## config.mk

```make
export PLATFORM = sky130hd
export DESIGN_NAME = pulse_scheduler
export DESIGN_NICKNAME = d
export VERILOG_FILES = /design/src/rtl/pulse_sched_pkg.sv /design/src/rtl/pulse_scheduler_rr_arbiter.sv /design/src/rtl/pulse_scheduler.sv
export SDC_FILE = /design/constraint.sdc
export NUM_CORES = 1
export LEC_CHECK = 0
export BUFFER_PORTS_ARGS = -buffer_cell sky130_fd_sc_hd__buf_2
export CORE_UTILIZATION = 53
export CTS_BUF_LIST = sky130_fd_sc_hd__clkbuf_4
export DETAILED_ROUTE_END_ITERATION = 8
export PLACE_DENSITY = 0.77
export SETUP_SLACK_MARGIN = 0.3
export SLEW_MARGIN = 20
export SYNTH_ARGS = -nofsm -noshare
export SYNTH_HDL_FRONTEND = slang
export SYNTH_HIERARCHICAL = 1
export SYNTH_SLANG_ARGS = --single-unit
```

## constraint.sdc

```tcl
create_clock -name clock -period 7.3 [get_ports clock]
set_clock_uncertainty 0.1 [all_clocks]
set_input_delay 1.46 -clock clock [delete_from_list [all_inputs] [get_ports clock]]
set_output_delay 1.46 -clock clock [all_outputs]
set_load 0.1 [all_outputs]
```

## src/rtl/pulse_sched_pkg.sv

```systemverilog
// Shared state encoding, widths and default parameters for pulse_scheduler.
package pulse_sched_pkg;

    localparam int NREQ_DEFAULT = 4;
    localparam int WW_DEFAULT   = 4;
    localparam int CW_DEFAULT   = 4;
    localparam int GAP_DEFAULT  = 2;

    localparam int STATE_W = 3;

    typedef enum logic [STATE_W-1:0] {
        ST_IDLE = 3'd0,
        ST_HIGH = 3'd1,
        ST_LOW  = 3'd2,
        ST_DONE = 3'd3,
        ST_GAP  = 3'd4
    } state_e;

    // Index width for an n-entry vector; never narrower than one bit.
    function automatic int idx_width(input int n);
        return (n > 1) ? $clog2(n) : 1;
    endfunction

endpackage

```

## src/rtl/pulse_scheduler_rr_arbiter.sv

```systemverilog
// Combinational round-robin arbiter: the search starts one past the last winner and wraps.
module rr_arbiter
    import pulse_sched_pkg::*;
#(
    parameter int NREQ = NREQ_DEFAULT,
    parameter int IW   = idx_width(NREQ)
) (
    input  logic [NREQ-1:0] req_i,
    input  logic [IW-1:0]   last_i,
    output logic [NREQ-1:0] grant_o,
    output logic [IW-1:0]   idx_o,
    output logic            valid_o
);

    always_comb begin
        // NOTE: every output gets a default before the search so no path leaves it unassigned (no latch).
        grant_o = '0;
        idx_o   = '0;
        valid_o = 1'b0;
        // Requesters above the last winner take precedence over those at or below it.
        for (int j = 0; j < NREQ; j++) begin
            if (!valid_o && req_i[j] && (j > int'(last_i))) begin
                grant_o[j] = 1'b1;
                idx_o      = IW'(j);
                valid_o    = 1'b1;
            end
        end
        for (int j = 0; j < NREQ; j++) begin
            if (!valid_o && req_i[j] && (j <= int'(last_i))) begin
                grant_o[j] = 1'b1;
                idx_o      = IW'(j);
                valid_o    = 1'b1;
            end
        end
    end

endmodule

```

## src/rtl/pulse_scheduler.sv

```systemverilog
// Round-robin scheduler sharing one pulse-train generator among NREQ requesters.
// Optional guard interval between bursts is enabled by defining PULSE_SCHED_GAP_EN.
module pulse_scheduler
    import pulse_sched_pkg::*;
#(
    parameter int NREQ = NREQ_DEFAULT,
    parameter int WW   = WW_DEFAULT,
    parameter int CW   = CW_DEFAULT,
    parameter int GAP  = GAP_DEFAULT
) (
    input  logic               clock,
    input  logic               reset,
    input  logic [NREQ-1:0]    req,
    input  logic [NREQ*CW-1:0] req_count,
    input  logic [WW-1:0]      high_len,
    input  logic [WW-1:0]      low_len,
    output logic [NREQ-1:0]    grant,
    output logic [NREQ-1:0]    done,
    output logic               signal,
    output logic               busy
);

    localparam int IW = idx_width(NREQ);

    if (NREQ < 2 || NREQ > 8 || GAP < 0) begin : g_bad_param
        $error("pulse_scheduler: NREQ must be 2..8 and GAP non-negative");
    end

`ifdef PULSE_SCHED_GAP_EN
    localparam bit GAP_ON = (GAP > 0);
    localparam int GW     = (GAP > 1) ? $clog2(GAP) : 1;
    logic [GW-1:0] gap_q;
`endif

    state_e          state_q;
    logic [NREQ-1:0] grant_q;
    logic [NREQ-1:0] done_q;
    logic            signal_q;
    logic            busy_q;
    logic [IW-1:0]   last_q;
    logic [CW-1:0]   rem_q;
    logic [WW-1:0]   phase_q;
    logic [WW-1:0]   high_q;
    logic [WW-1:0]   low_q;

    logic [NREQ-1:0] win_onehot;
    logic [IW-1:0]   win_idx;
    logic            win_valid;
    logic [CW-1:0]   win_count_d;
    logic [WW-1:0]   high_eff_d;
    logic [WW-1:0]   low_eff_d;

    rr_arbiter #(
        .NREQ (NREQ),
        .IW   (IW)
    ) u_arb (
        .req_i   (req),
        .last_i  (last_q),
        .grant_o (win_onehot),
        .idx_o   (win_idx),
        .valid_o (win_valid)
    );

    always_comb begin
        win_count_d = '0;
        for (int i = 0; i < NREQ; i++) begin
            if (win_onehot[i]) begin
                win_count_d = req_count[i*CW +: CW];
            end
        end
        // A zero phase length would stall the down-counter, so it is stretched to one cycle.
        high_eff_d = (high_len == '0) ? WW'(1) : high_len;
        low_eff_d  = (low_len == '0) ? WW'(1) : low_len;
    end

    always_ff @(posedge clock or posedge reset) begin
        if (reset) begin
            state_q  <= ST_IDLE;
            grant_q  <= '0;
            done_q   <= '0;
            signal_q <= 1'b0;
            busy_q   <= 1'b0;
            last_q   <= IW'(NREQ - 1);
            rem_q    <= '0;
            phase_q  <= '0;
            high_q   <= '0;
            low_q    <= '0;
`ifdef PULSE_SCHED_GAP_EN
            gap_q    <= '0;
`endif
        end else begin
            // NOTE: non-blocking assignments so every register sees pre-edge values of the others.
            case (state_q)
                ST_IDLE: begin
                    if (win_valid) begin
                        grant_q <= win_onehot;
                        last_q  <= win_idx;
                        high_q  <= high_eff_d;
                        low_q   <= low_eff_d;
                        rem_q   <= win_count_d;
                        busy_q  <= 1'b1;
                        if (win_count_d != '0) begin
                            state_q  <= ST_HIGH;
                            signal_q <= 1'b1;
                            phase_q  <= high_eff_d - WW'(1);
                        end else begin
                            state_q <= ST_DONE;
                            done_q  <= win_onehot;
                        end
                    end
                end
                ST_HIGH: begin
                    if (phase_q == '0) begin
                        state_q  <= ST_LOW;
                        signal_q <= 1'b0;
                        phase_q  <= low_q - WW'(1);
                    end else begin
                        phase_q <= phase_q - WW'(1);
                    end
                end
                ST_LOW: begin
                    if (phase_q == '0) begin
                        if (rem_q == CW'(1)) begin
                            state_q <= ST_DONE;
                            done_q  <= grant_q;
                            rem_q   <= '0;
                        end else begin
                            state_q  <= ST_HIGH;
                            rem_q    <= rem_q - CW'(1);
                            signal_q <= 1'b1;
                            phase_q  <= high_q - WW'(1);
                        end
                    end else begin
                        phase_q <= phase_q - WW'(1);
                    end
                end
                ST_DONE: begin
                    done_q  <= '0;
                    grant_q <= '0;
`ifdef PULSE_SCHED_GAP_EN
                    if (GAP_ON) begin
                        state_q <= ST_GAP;
                        gap_q   <= GW'(GAP - 1);
                    end else begin
                        state_q <= ST_IDLE;
                        busy_q  <= 1'b0;
                    end
`else
                    state_q <= ST_IDLE;
                    busy_q  <= 1'b0;
`endif
                end
`ifdef PULSE_SCHED_GAP_EN
                ST_GAP: begin
                    if (gap_q == '0) begin
                        state_q <= ST_IDLE;
                        busy_q  <= 1'b0;
                    end else begin
                        gap_q <= gap_q - GW'(1);
                    end
                end
`endif
                default: begin
                    state_q  <= ST_IDLE;
                    grant_q  <= '0;
                    done_q   <= '0;
                    signal_q <= 1'b0;
                    busy_q   <= 1'b0;
                end
            endcase
        end
    end

    assign grant  = grant_q;
    assign done   = done_q;
    assign signal = signal_q;
    assign busy   = busy_q;

endmodule

```

; ---- Word level (Yosys, flattened, before mapping)
; Cells that the tools add are included.
[totals]
ramBits = 0
word_cells = 126
ff_bits = 31
input_bits = 30
latchBits = 0
output_inout_bits = 10
mem_count = 0
romBits = 0
[op_classes]
div = 0
shifts = 0
n_eq_ne = 12
order_cmp = 6
addsub = 5
reduce_logical = 33
bitwise = 3
muxes = 57
n_mul = 0
[op_table]
columns = operator, count
row1 = $mux W4, 19
row2 = $pmux W4 S3, 2
row3 = $mux W1, 20
row4 = $sub A4 B1 Y4 const B, 5
row5 = $mux W2, 8
row6 = $pmux W4 S2, 2
row7 = $logic_and A1 B1 Y1, 12
row8 = $logic_not A4 Y1, 3
row9 = $ne A2 B2 Y1 const B, 6
row10 = $mux W3, 3
row11 = $pmux W3 S3, 1
row12 = $eq A3 B2 Y1 const B, 2
row13 = $logic_not A1 Y1, 6
row14 = $reduce_and A3 Y1, 2
row15 = $reduce_and A6 Y1, 1
row16 = $reduce_and A5 Y1, 1
row17 = $eq A4 B1 Y1 const B, 1
row18 = $gt A2 B2 Y1 const A, 2
row19 = $le A2 B2 Y1 const A, 2
row20 = $pmux W1 S4, 1
row21 = $reduce_and A2 Y1, 2
row22 = $reduce_and A4 Y1, 1
row23 = $reduce_bool A4 Y1, 1
row24 = $eq A3 B1 Y1 const B, 1
row25 = 10 further kinds, 12

; ---- Depth between registers and ports, before layout
[depth]
ltp_word = 31
depth_mapped = 10
mapped_depth_nobuf = 9

; ---- Cells and area by module
; Netlist, hierarchy kept.
[modules_own_cells]
columns = module, cells_per_inst, n_inst, area_each_um2
row1 = pulse_scheduler, 196, 1, 1831.8
row2 = rr_arbiter, 34, 1, 234.0

; ---- Worst setup path before layout
; Ideal clock, no wire load.
[synth_timing]
kind = input port to flip-flop
from = input port req[3]
to = register done_q[0], in the netlist done[0]
slack_ns = 3.621
cell_stages = 10
arrival_time_ns = 3.453
setup_ns = 0.126
path_cell_list = buf_6 > o21a_1 > o22ai_1 > and2_1 > nor2b_1 > a221oi_1 > o22a_2 > nand3_1 > a2111o_1 > mux2_2
[synth_via]
elab_cells_between_ends = 34
cone_classes = eq/ne: 2 / mux: 17 / reduce/logical: 15
[synth_lines]
columns = element, line_no
row1 = from (decl), pulse_scheduler.sv:13  ; input logic [NREQ-1:0] req,
row2 = $logic_and A1 B1 Y1 (*) (2 in series), pulse_scheduler_rr_arbiter.sv:22  ; if (!valid_o && req_i[j] && (j > int'(last_i))) begin
row3 = $mux W1 (*), pulse_scheduler_rr_arbiter.sv:22
row4 = $logic_not A1 Y1, pulse_scheduler_rr_arbiter.sv:29  ; if (!valid_o && req_i[j] && (j <= int'(last_i))) begin
row5 = $logic_and A1 B1 Y1, pulse_scheduler_rr_arbiter.sv:29
row6 = $mux W1 (*), pulse_scheduler_rr_arbiter.sv:29
row7 = $logic_not A1 Y1 (*), pulse_scheduler_rr_arbiter.sv:29
row8 = $logic_and A1 B1 Y1 (*) (2 in series), pulse_scheduler_rr_arbiter.sv:29
row9 = $mux W1 (*), pulse_scheduler_rr_arbiter.sv:29
row10 = via win_onehot[1], pulse_scheduler.sv:46  ; logic [NREQ-1:0] win_onehot;
row11 = $mux W4 (*) (3 in series), pulse_scheduler.sv:67  ; if (win_onehot[i]) begin
row12 = $reduce_bool A4 Y1 (*), pulse_scheduler.sv:102  ; if (win_count_d != '0) begin
row13 = $ne A2 B2 Y1 (no source line) (*), -
row14 = $reduce_and A5 Y1 (no source line) (*), -
row15 = to (signal assigned), pulse_scheduler.sv:108  ; done_q <= win_onehot;
row16 = to (signal assigned), pulse_scheduler.sv:125  ; done_q <= grant_q;
row17 = to (decl), pulse_scheduler.sv:37  ; logic [NREQ-1:0] done_q;
; The timed path passes the listed nets; every way through them passes the cells marked *. The select of a mux whose other input is x is not followed.
; A chain may end at the register's enable or synchronous reset.

; ---- Worst setup path in the final report
[layout_timing]
from = input port req[3]
to = register done_q[2], in the netlist done[2]
; Same word-level chain as after synthesis.

==> results.md <==
* Critical path endpoint category: flop
* Layout cell share with drive strength beyond 1 at 25.3%
* Largest net degree at the start of global routing at 31
* Worst reg2reg setup slack at 4380 ps
* Wirelength per Cell at 13.7 µm
* FP Rows at 22
* Initial core utilization at 56.0%
* Unrepaired setup endpoints after global routing: false
* Syn Nets at 271
* Placer Congestion at 0.843
* Post-Syn Area at 2070 µm²
* # IOs at 40
* Crit path capture: done[2]
* Final hold violations at 0
* DRT Wirelength at 4.34 mm
* # DRC at 0
* Sink Count at 30
* Core ar. at 3690 µm²
* Worst slew pin tran at 614 ps
* Clk pin slew, worst setup/hold paths at 100 ps
* CTS tree: built
* Commonest non-fill, non-tap cell in the layout: buf_2
* Die H at 64.4 µm
* Maximum vdd ir drop at 256 µV
* Worst reg2reg endpoint: done[2]
* Layout net count at 309
* Layout filler cell count at 344
* H-tree Lvls at 2
* Antenna violations before repair at 0
* R2R cell count at 9
* First-pass GRT wire length at 7.58 mm
* Area of the multi-input gates at 1170 µm²
* Largest area contributor in the netlist: dfrtp_1
* Port buffer count at 39
* Syn Area/Cell at 8.98 µm²
* Slew margin rel. at 59.0%
* Top_reg_cell synth: dfrtp_1
* Antenna cells at 0
* Tot GR Track Use at 23.8%
* Hold buffer count at cts at 0
* Post-CTS Setup Inserts at 0
* Final ANT Viol Nets at 0
* Cells after DPL at 309
* Ys Warns at 6
* Sequential-to-total area share from yosys stat at 36.5%
* Final Setup Violations at 0
* Worst r2r src: last_q[1]
* Number of global-route vias before repair at 1712
* Aggregate global routing overflow at 0
* Die footprint at 4150 µm²
* FFs w/ async S/R, synth at 100%
* Synthesized instance count at 230
* Fin. max-slew vios at 0
* First drt pass iteration count at 4
* Most frequent cells in the layout: buf_2, dfrtp_1, o21ai_0
* Worst Path Required at 7430 ps
* Clk_lat worst skew at 330 ps
* CP Launch Type: input port
* Hold Crit Class: reg2reg
* Status: finished clean
* Max-cap violations at 0
* Post-DR vias/cell at 5.69
* P_leak at 0.00110 µW
* DRT iter0 DRCs at 55
* Crit Path Class: in2reg
* Setup_tns at 0 ps
* Final Cycle Share at 49.4%
* Layout Cells excl Fill at 317
* Number of synthesized flops with an enable pin at 0
* Post-DP HPWL at 3.33 mm
* Area growth from synthesis to layout at 12.6%
* Vias after detailed routing at 1804
* Critical path fanouts, max at 10
* Share of the synthesized area in the top cell type at 33.9%
* Die W at 64.4 µm
* Min-delay src: high_q[1]
* Critical Path Source: req[3]
* Hold_ws at 425 ps
* CP arrival at 3740 ps
* CTS buffer count at 5
* Synthesized flop and latch total at 30
* Final Critical Period at 3610 ps
* Yosys cell types at 54
* Maximum achievable frequency at 0.277 GHz
* Register Area at 753 µm²
* P per Cell Area at 499 nW/µm²
* # resized after CTS at 0
* Root buffer selected by CTS: clkbuf_4
* Clk buf depth at 2
* Top post-synthesis cells by area: dfrtp_1, mux2_2, ha_1
-- critical path, stage by stage --
cell and delay (ps):
buf_2 160, o21a_1 180, o22ai_1 110, and2_1 280, nor2b_1 130, a221oi_1 350
o22a_2 210, nand3_1 80, a2111o_1 490, mux2_2 290
-- synthesized netlist by cell type, types with 3 or more instances --
| cell type | number |
|---|---|
| xnor2_1 | 3 |
| o221ai_1 | 4 |
| inv_1 | 23 |
| a21oi_1 | 6 |
| nand2b_1 | 5 |
| nor2_1 | 12 |
| o22ai_1 | 4 |
| nor2b_1 | 4 |
| a221o_1 | 3 |
| mux2i_1 | 3 |
| mux2_2 | 13 |
| a221oi_1 | 3 |
| dfrtp_1 | 28 |
| o21ai_0 | 27 |
| nand2_1 | 24 |
| ha_1 | 11 |
| nor3_1 | 6 |
| xor2_1 | 4 |
| buf_6 | 3 |
-- final cells by class --
type | count | share of cell area (%)
timing repair buffer | 39 | 8.39
clock buffer | 8 | 2.58
tap | 48 | 2.58
inverter | 23 | 3.71
sequential | 30 | 32.4
multi-input combinational | 169 | 50.3
-- per-stage QoR --
stage | power (µW) | worst slack, ps | cell area [µm²] | util (%)
finish | 1160 | 3690 | 2330 | 63.1
global route | 1260 | 3470 | 2330 | 63.1
CTS | 1160 | 3720 | 2330 | 63.1
detailed placement | 1060 | 3350 | 2270 | 61.4
global placement | 1050 | 3420 | 2270 | 61.4
floorplan | 926 | 3620 | 2070 | -
-- worst min path at each step --
stage / endpoint / slack (ps) / depth (start not counted)
after floorplan: high_q[0] / 370 / 2
after global placement: high_q[0] / 400 / 2
after detailed placement: busy / 410 / 1
after CTS: busy / 430 / 1
after global routing: busy / 440 / 1
final: high_q[1] / 430 / 2
-- cell families after synthesis --
kind of cell               synth area share [%]
xor gates and xnor gates                   2.97
DFF                                        36.5
muxes                                      8.54
buffers and inverters                      6.84
and+or+nand+nor                            14.7
adders and majority gates                  6.66
AOI/OAI and AO/OA                          23.8
-- routing by layer --
layer	vias up	part of all wire, %	GRT usage (%)
li1	904	-	-
met1	859	48	30.7
met4	0	2.4	11.9
met2	32	47	37.6
met5	-	0	0
met3	9	3.1	4.93
-- registers in the layout, summed over array words and instances (netlist names) --
| signal | count |
|---|---|
| signal | 1 |
| busy | 1 |
| rem_q | 4 |
| grant | 4 |
| phase_q | 4 |
| last_q | 2 |
| low_q | 4 |
| done | 4 |
| high_q | 4 |
| state_q | 2 |
-- where the power goes --
part | internal [µW] | switching, µW
Sequential | 253 | 71.7
Combinational | 269 | 462
Clock | 49.5 | 55.4
(Power assumes the default switching activity.)
